<file path="src/rtl/mem_port_arbiter.sv">
`default_nettype none
// ============================================================================
// mem_port_arbiter : shares one memory port between instruction fetch and
//                    load/store, with an LS priority and an IF starvation guard
// Revision 1.0
// ============================================================================
module mem_port_arbiter #(
    parameter int AW         = 32,
    parameter int DW         = 32,
    parameter int STARVE_MAX = 4
) (
    input  logic            clk,
    input  logic            rst_n,
    input  logic            if_req,
    input  logic [AW-1:0]   if_addr,
    output logic            if_gnt,
    output logic            if_rvalid,
    output logic [DW-1:0]   if_rdata,
    input  logic            ls_req,
    input  logic            ls_we,
    input  logic [DW/8-1:0] ls_be,
    input  logic [AW-1:0]   ls_addr,
    input  logic [DW-1:0]   ls_wdata,
    output logic            ls_gnt,
    output logic            ls_rvalid,
    output logic [DW-1:0]   ls_rdata,
    output logic            mem_req,
    output logic            mem_we,
    output logic [DW/8-1:0] mem_be,
    output logic [AW-1:0]   mem_addr,
    output logic [DW-1:0]   mem_wdata,
    input  logic            mem_gnt,
    input  logic            mem_rvalid,
    input  logic [DW-1:0]   mem_rdata
);

    localparam int CW = (STARVE_MAX < 1) ? 1 : $clog2(STARVE_MAX + 1);
    localparam logic [CW-1:0] C_STARVE_MAX = CW'(STARVE_MAX);

    typedef enum logic [1:0] {
        S_IDLE = 2'd0,
        S_REQ  = 2'd1,
        S_WAIT = 2'd2
    } state_t;

    state_t        state;
    logic [CW-1:0] starve_cnt;
    logic          owner_ls;
    logic          ls_wins;
    logic          if_wins;

    // Grants are decided combinationally so the requester sees them in the
    // same cycle it raises req; they can only fire in IDLE.
    always_comb begin
        ls_wins = 1'b0;
        if_wins = 1'b0;
        if (state == S_IDLE) begin
            if (ls_req && (!if_req || (starve_cnt < C_STARVE_MAX))) begin
                ls_wins = 1'b1;
            end else if (if_req) begin
                if_wins = 1'b1;
            end
        end
    end

    assign ls_gnt = ls_wins;
    assign if_gnt = if_wins;

    always_ff @(posedge clk or negedge rst_n) begin
        if (!rst_n) begin
            state      <= S_IDLE;
            starve_cnt <= '0;
            owner_ls   <= 1'b0;
            mem_req    <= 1'b0;
            mem_we     <= 1'b0;
            mem_be     <= '0;
            mem_addr   <= '0;
            mem_wdata  <= '0;
            if_rvalid  <= 1'b0;
            ls_rvalid  <= 1'b0;
            if_rdata   <= '0;
            ls_rdata   <= '0;
        end else begin
            if_rvalid <= 1'b0;
            ls_rvalid <= 1'b0;
            case (state)
                S_IDLE: begin
                    if (ls_wins) begin
                        state     <= S_REQ;
                        mem_req   <= 1'b1;
                        owner_ls  <= 1'b1;
                        mem_we    <= ls_we;
                        mem_be    <= ls_be;
                        mem_addr  <= ls_addr;
                        mem_wdata <= ls_wdata;
                        // Only LS wins that leave IF waiting count towards starvation.
                        if (!if_req) begin
                            starve_cnt <= '0;
                        end else if (starve_cnt < C_STARVE_MAX) begin
                            starve_cnt <= starve_cnt + 1'b1;
                        end
                    end else if (if_wins) begin
                        state      <= S_REQ;
                        mem_req    <= 1'b1;
                        owner_ls   <= 1'b0;
                        mem_we     <= 1'b0;
                        mem_be     <= '1;
                        mem_addr   <= if_addr;
                        mem_wdata  <= '0;
                        starve_cnt <= '0;
                    end
                end
                S_REQ: begin
                    // A response coinciding with the grant is not ours yet.
                    if (mem_gnt) begin
                        state   <= S_WAIT;
                        mem_req <= 1'b0;
                    end
                end
                S_WAIT: begin
                    if (mem_rvalid) begin
                        state <= S_IDLE;
                        if (owner_ls) begin
                            ls_rvalid <= 1'b1;
                            ls_rdata  <= mem_rdata;
                        end else begin
                            if_rvalid <= 1'b1;
                            if_rdata  <= mem_rdata;
                        end
                    end
                end
                default: state <= S_IDLE;
            endcase
        end
    end

endmodule
`default_nettype wire

</file>
<file path="config.mk">
export PLATFORM = sky130hd
export DESIGN_NAME = mem_port_arbiter
export DESIGN_NICKNAME = d
export VERILOG_FILES = /design/src/rtl/mem_port_arbiter.sv
export SDC_FILE = /design/constraint.sdc
export NUM_CORES = 1
export LEC_CHECK = 0
export ABC_CLOCK_PERIOD_IN_PS = 2800
export CAP_MARGIN = 20
export CORE_ASPECT_RATIO = 0.8
export CORE_MARGIN = 4
export CORE_UTILIZATION = 35
export CTS_CLUSTER_DIAMETER = 50
export DETAILED_ROUTE_END_ITERATION = 10
export PLACE_DENSITY = 0.7
export RECOVER_POWER = 25
export SKIP_LAST_GASP = 1
export SLEW_MARGIN = 20
export SYNTH_ARGS = -nofsm -noshare
export SYNTH_HDL_FRONTEND = slang
export SYNTH_SLANG_ARGS = --single-unit
</file>
<file path="constraint.sdc">
create_clock -name clk -period 2.8 [get_ports clk]
set_input_delay 0.28 -clock clk [delete_from_list [all_inputs] [get_ports clk]]
set_output_delay 0.28 -clock clk [all_outputs]
set_load 0.01 [all_outputs]
</file>
==> run summary <==
status: finished, violations left
failing checks: max-capacitance violations, max-slew violations
Starting Density: 35.6%
largest net degree at the start of global routing: 89
critical-path maximum fanout: 11
CTS root buffer: clkbuf_16
Post-Syn Nets: 623
top-count cell post-synth: dfrtp_1
drt first pass iters: 6
WP data required: 2520 ps
GPL Wtd Cong: 0.779
Mean Syn Cell Area: 12.2 um2
CP Launch Type: register
max-cap violations: 1
Power Density: 1090 nW/um2
Hold Slack: 232 ps
Yosys Warn Count: 0
Rel. slew slack: -35.7%
Antenna diodes: 0
top cell family by delay on the critical path: simple AND/OR/NAND/NOR gates
Die W: 153 um
sequential fraction of the synthesis area: 60.5%
vias in the first global route: 5,195
Placed Instances: 949
Critical Path AT: 2080 ps
Setup TNS: 0 ps
CP Class: register to primary output
register bit total from synthesis: 142
final non-filler cell total: 981
Yosys cell types: 30
Port Buf Inserts: 276
pin slew with the least headroom to its limit: 2030 ps
share of cells above drive strength 1: 11.2%
Routed WL: 17,700 um
total grt overflow: 0
Layout Utilization: 56.7%
Vias: 4,791
Clock transition at path regs: 60 ps
Core ar.: 16,500 um2
skew final: 11.6 ps
die area: 18,900 um2
initial antenna violation count: 0
synth top area cells: dfrtp_1, mux2_2, nand3_1
Worst setup EP type: primary output
drc violations: 0
H-Tree Level Count: 4
worst setup path start: state[1]
hold_sp: ls_req
# Post-CTS Setup Buffers: 0
CP max stage cell: clkdlybuf4s50_1
EDFF count, synth: 0
Post-Syn Instances: 483
Num CTS Buffers: 17
Vert. Die Dim: 124 um
CP Buf/Inv Count: 1
drt via density: 4.88
layout overhead on the synthesized area: 59.4%
Min-Delay Path Class: input pin to register
fin crit share: 84.3%
maximum clock frequency: 423 MHz
Post-synth ARST share: 100%
final net count: 889
cell taking the most area after synthesis: dfrtp_1
Mapped Area: 5870 um2
crit-path max cell delay: 560 ps
GRT Total Usage: 18.5%
RSZ-0062 raised after global routing: no
r2r startpoint: state[1]
CTS tree: yes
Yosys top cell area share: 60.5%
DRT iter0 DRCs: 253
Final Setup Violations: 0
Synth Flop Type: dfrtp_1
clk_lat worst skew: 420 ps
CTS Buffer Depth: 2
Synth top cells by count: dfrtp_1, nand3_1, o21ai_0
Final Hold Fails: 0
maximum vdd drop: 0.578 mV
antenna viol nets, final: 0
hpwl dp: 12,400 um
CP cell instances: or3b_4 -> nor2_4 -> clkdlybuf4s50_1
first-pass GRT wire length: 28,000 um
routed len/inst: 18.1 um
Max Slew Vio Count: 88
Leakage Power: 4.06 nW
clock period minus worst slack: 2360 ps
Rows: 42
Sink Count: 142
IO Count: 277
[worst register-to-register path: cells and delay by family, from the launching register on]
| kind | cells | cell delay [ps] |
|---|---|---|
| AOI/OAI and AO/OA | 1 | 80 |
| and+or+nand+nor | 1 | 230 |
| DFF | 1 | 620 |
| muxes | 1 | 350 |
| buffers and inverters | 1 | 710 |
[sequential cells by signal, indices dropped and copies added, names as in the netlist]
name,cells
mem_req,1
ls_rvalid,1
mem_be,4
owner_ls,1
if_rvalid,1
mem_wdata,32
state,2
mem_we,1
mem_addr,32
if_rdata,32
ls_rdata,32
starve_cnt,3
[final timing paths]
path | endpoint | slack [ps] | cells after the start
max in group asynchronous | state[1] | 560 | 2
setup / recovery | if_gnt | 440 | 3
setup reg to reg | mem_addr[24] | 670 | 4
hold reg to reg | if_rdata[9] | 480 | 1
min in group asynchronous | ls_rdata[14] | 1030 | 2
hold / removal | owner_ls | 230 | 3
[final cells by class]
| type | instances | area [um2] |
|---|---|---|
| fill | 1406 | 7140 |
| sequential | 142 | 3550 |
| timing repair buffer | 285 | 2830 |
| multi-input combinational | 299 | 2080 |
| clock buffer | 18 | 439 |
| tap | 220 | 275 |
| clock inverter | 13 | 164 |
| inverter | 4 | 15.0 |
[power breakdown]
group          total, W  leakage [nW]  internal, W  switching, W
sequential      0.00355          1.76      0.00299      0.000560
combinational   0.00436          2.01      0.00244       0.00192
clock           0.00231         0.293      0.00142      0.000882
[through the flow]
stage                     setup WS (ps)  power, W  instance area [um2]
after global placement              501   0.00784                 8760
after global routing                197    0.0108                 9360
after floorplan                    1190   0.00546                 5870
after CTS                           413    0.0104                 9370
after detailed placement            378   0.00799                 8760
final                               438    0.0102                 9360
[repair_timing]
action / 4_1_cts / 5_1_grt
endpoints found under the hold margin: 87 / 0
setup endpoints to repair: 0 / 0
hold buffers: 1 / 0
gates resized for setup: 0 / 0
[cell families (layout without fill, tap and decap cells)]
kind of cell / count (synthesis) / in the layout / share of synthesized area [%]
AO/OA/AOI/OAI: 79 / 79 / 7.18
adder cells (fa/ha/maj): 1 / 1 / 0.213
buffers and inverters: 42 / 320 / 4.18
flip-flops: 142 / 142 / 60.5
multiplexers: 95 / 95 / 17.6
AND/OR/NAND/NOR: 124 / 124 / 10.4
[layout by cell type, fill, tap and decap left out, types with 2 or more instances in the layout]
cell type,Yosys,layout
nor2_1,6,6
clkdlybuf4s50_1,0,274
bufinv_16,0,3
buf_4,0,6
clkinv_2,0,3
o21ai_0,41,41
o21ai_1,31,31
o31ai_1,2,2
a211oi_1,2,2
nand2_1,39,39
clkinvlp_4,0,2
clkbuf_16,0,17
clkinv_4,0,3
mux2_1,25,25
nand3_1,69,69
inv_1,3,3
mux2_2,39,39
mux2i_1,31,31
dfrtp_1,142,142
inv_6,0,2
[per-layer routing]
metal  track usage (%)  part of all wire (%)  vias to the layer above
li1                  -                     -                     2234
met1              23.8                    43                     2342
met2              30.4                    49                      191
met3              5.35                   5.8                       24
met4              6.40                   2.0                        0
met5                 0                     0                        -
No activity file was read; power rests on OpenSTA's default activity.
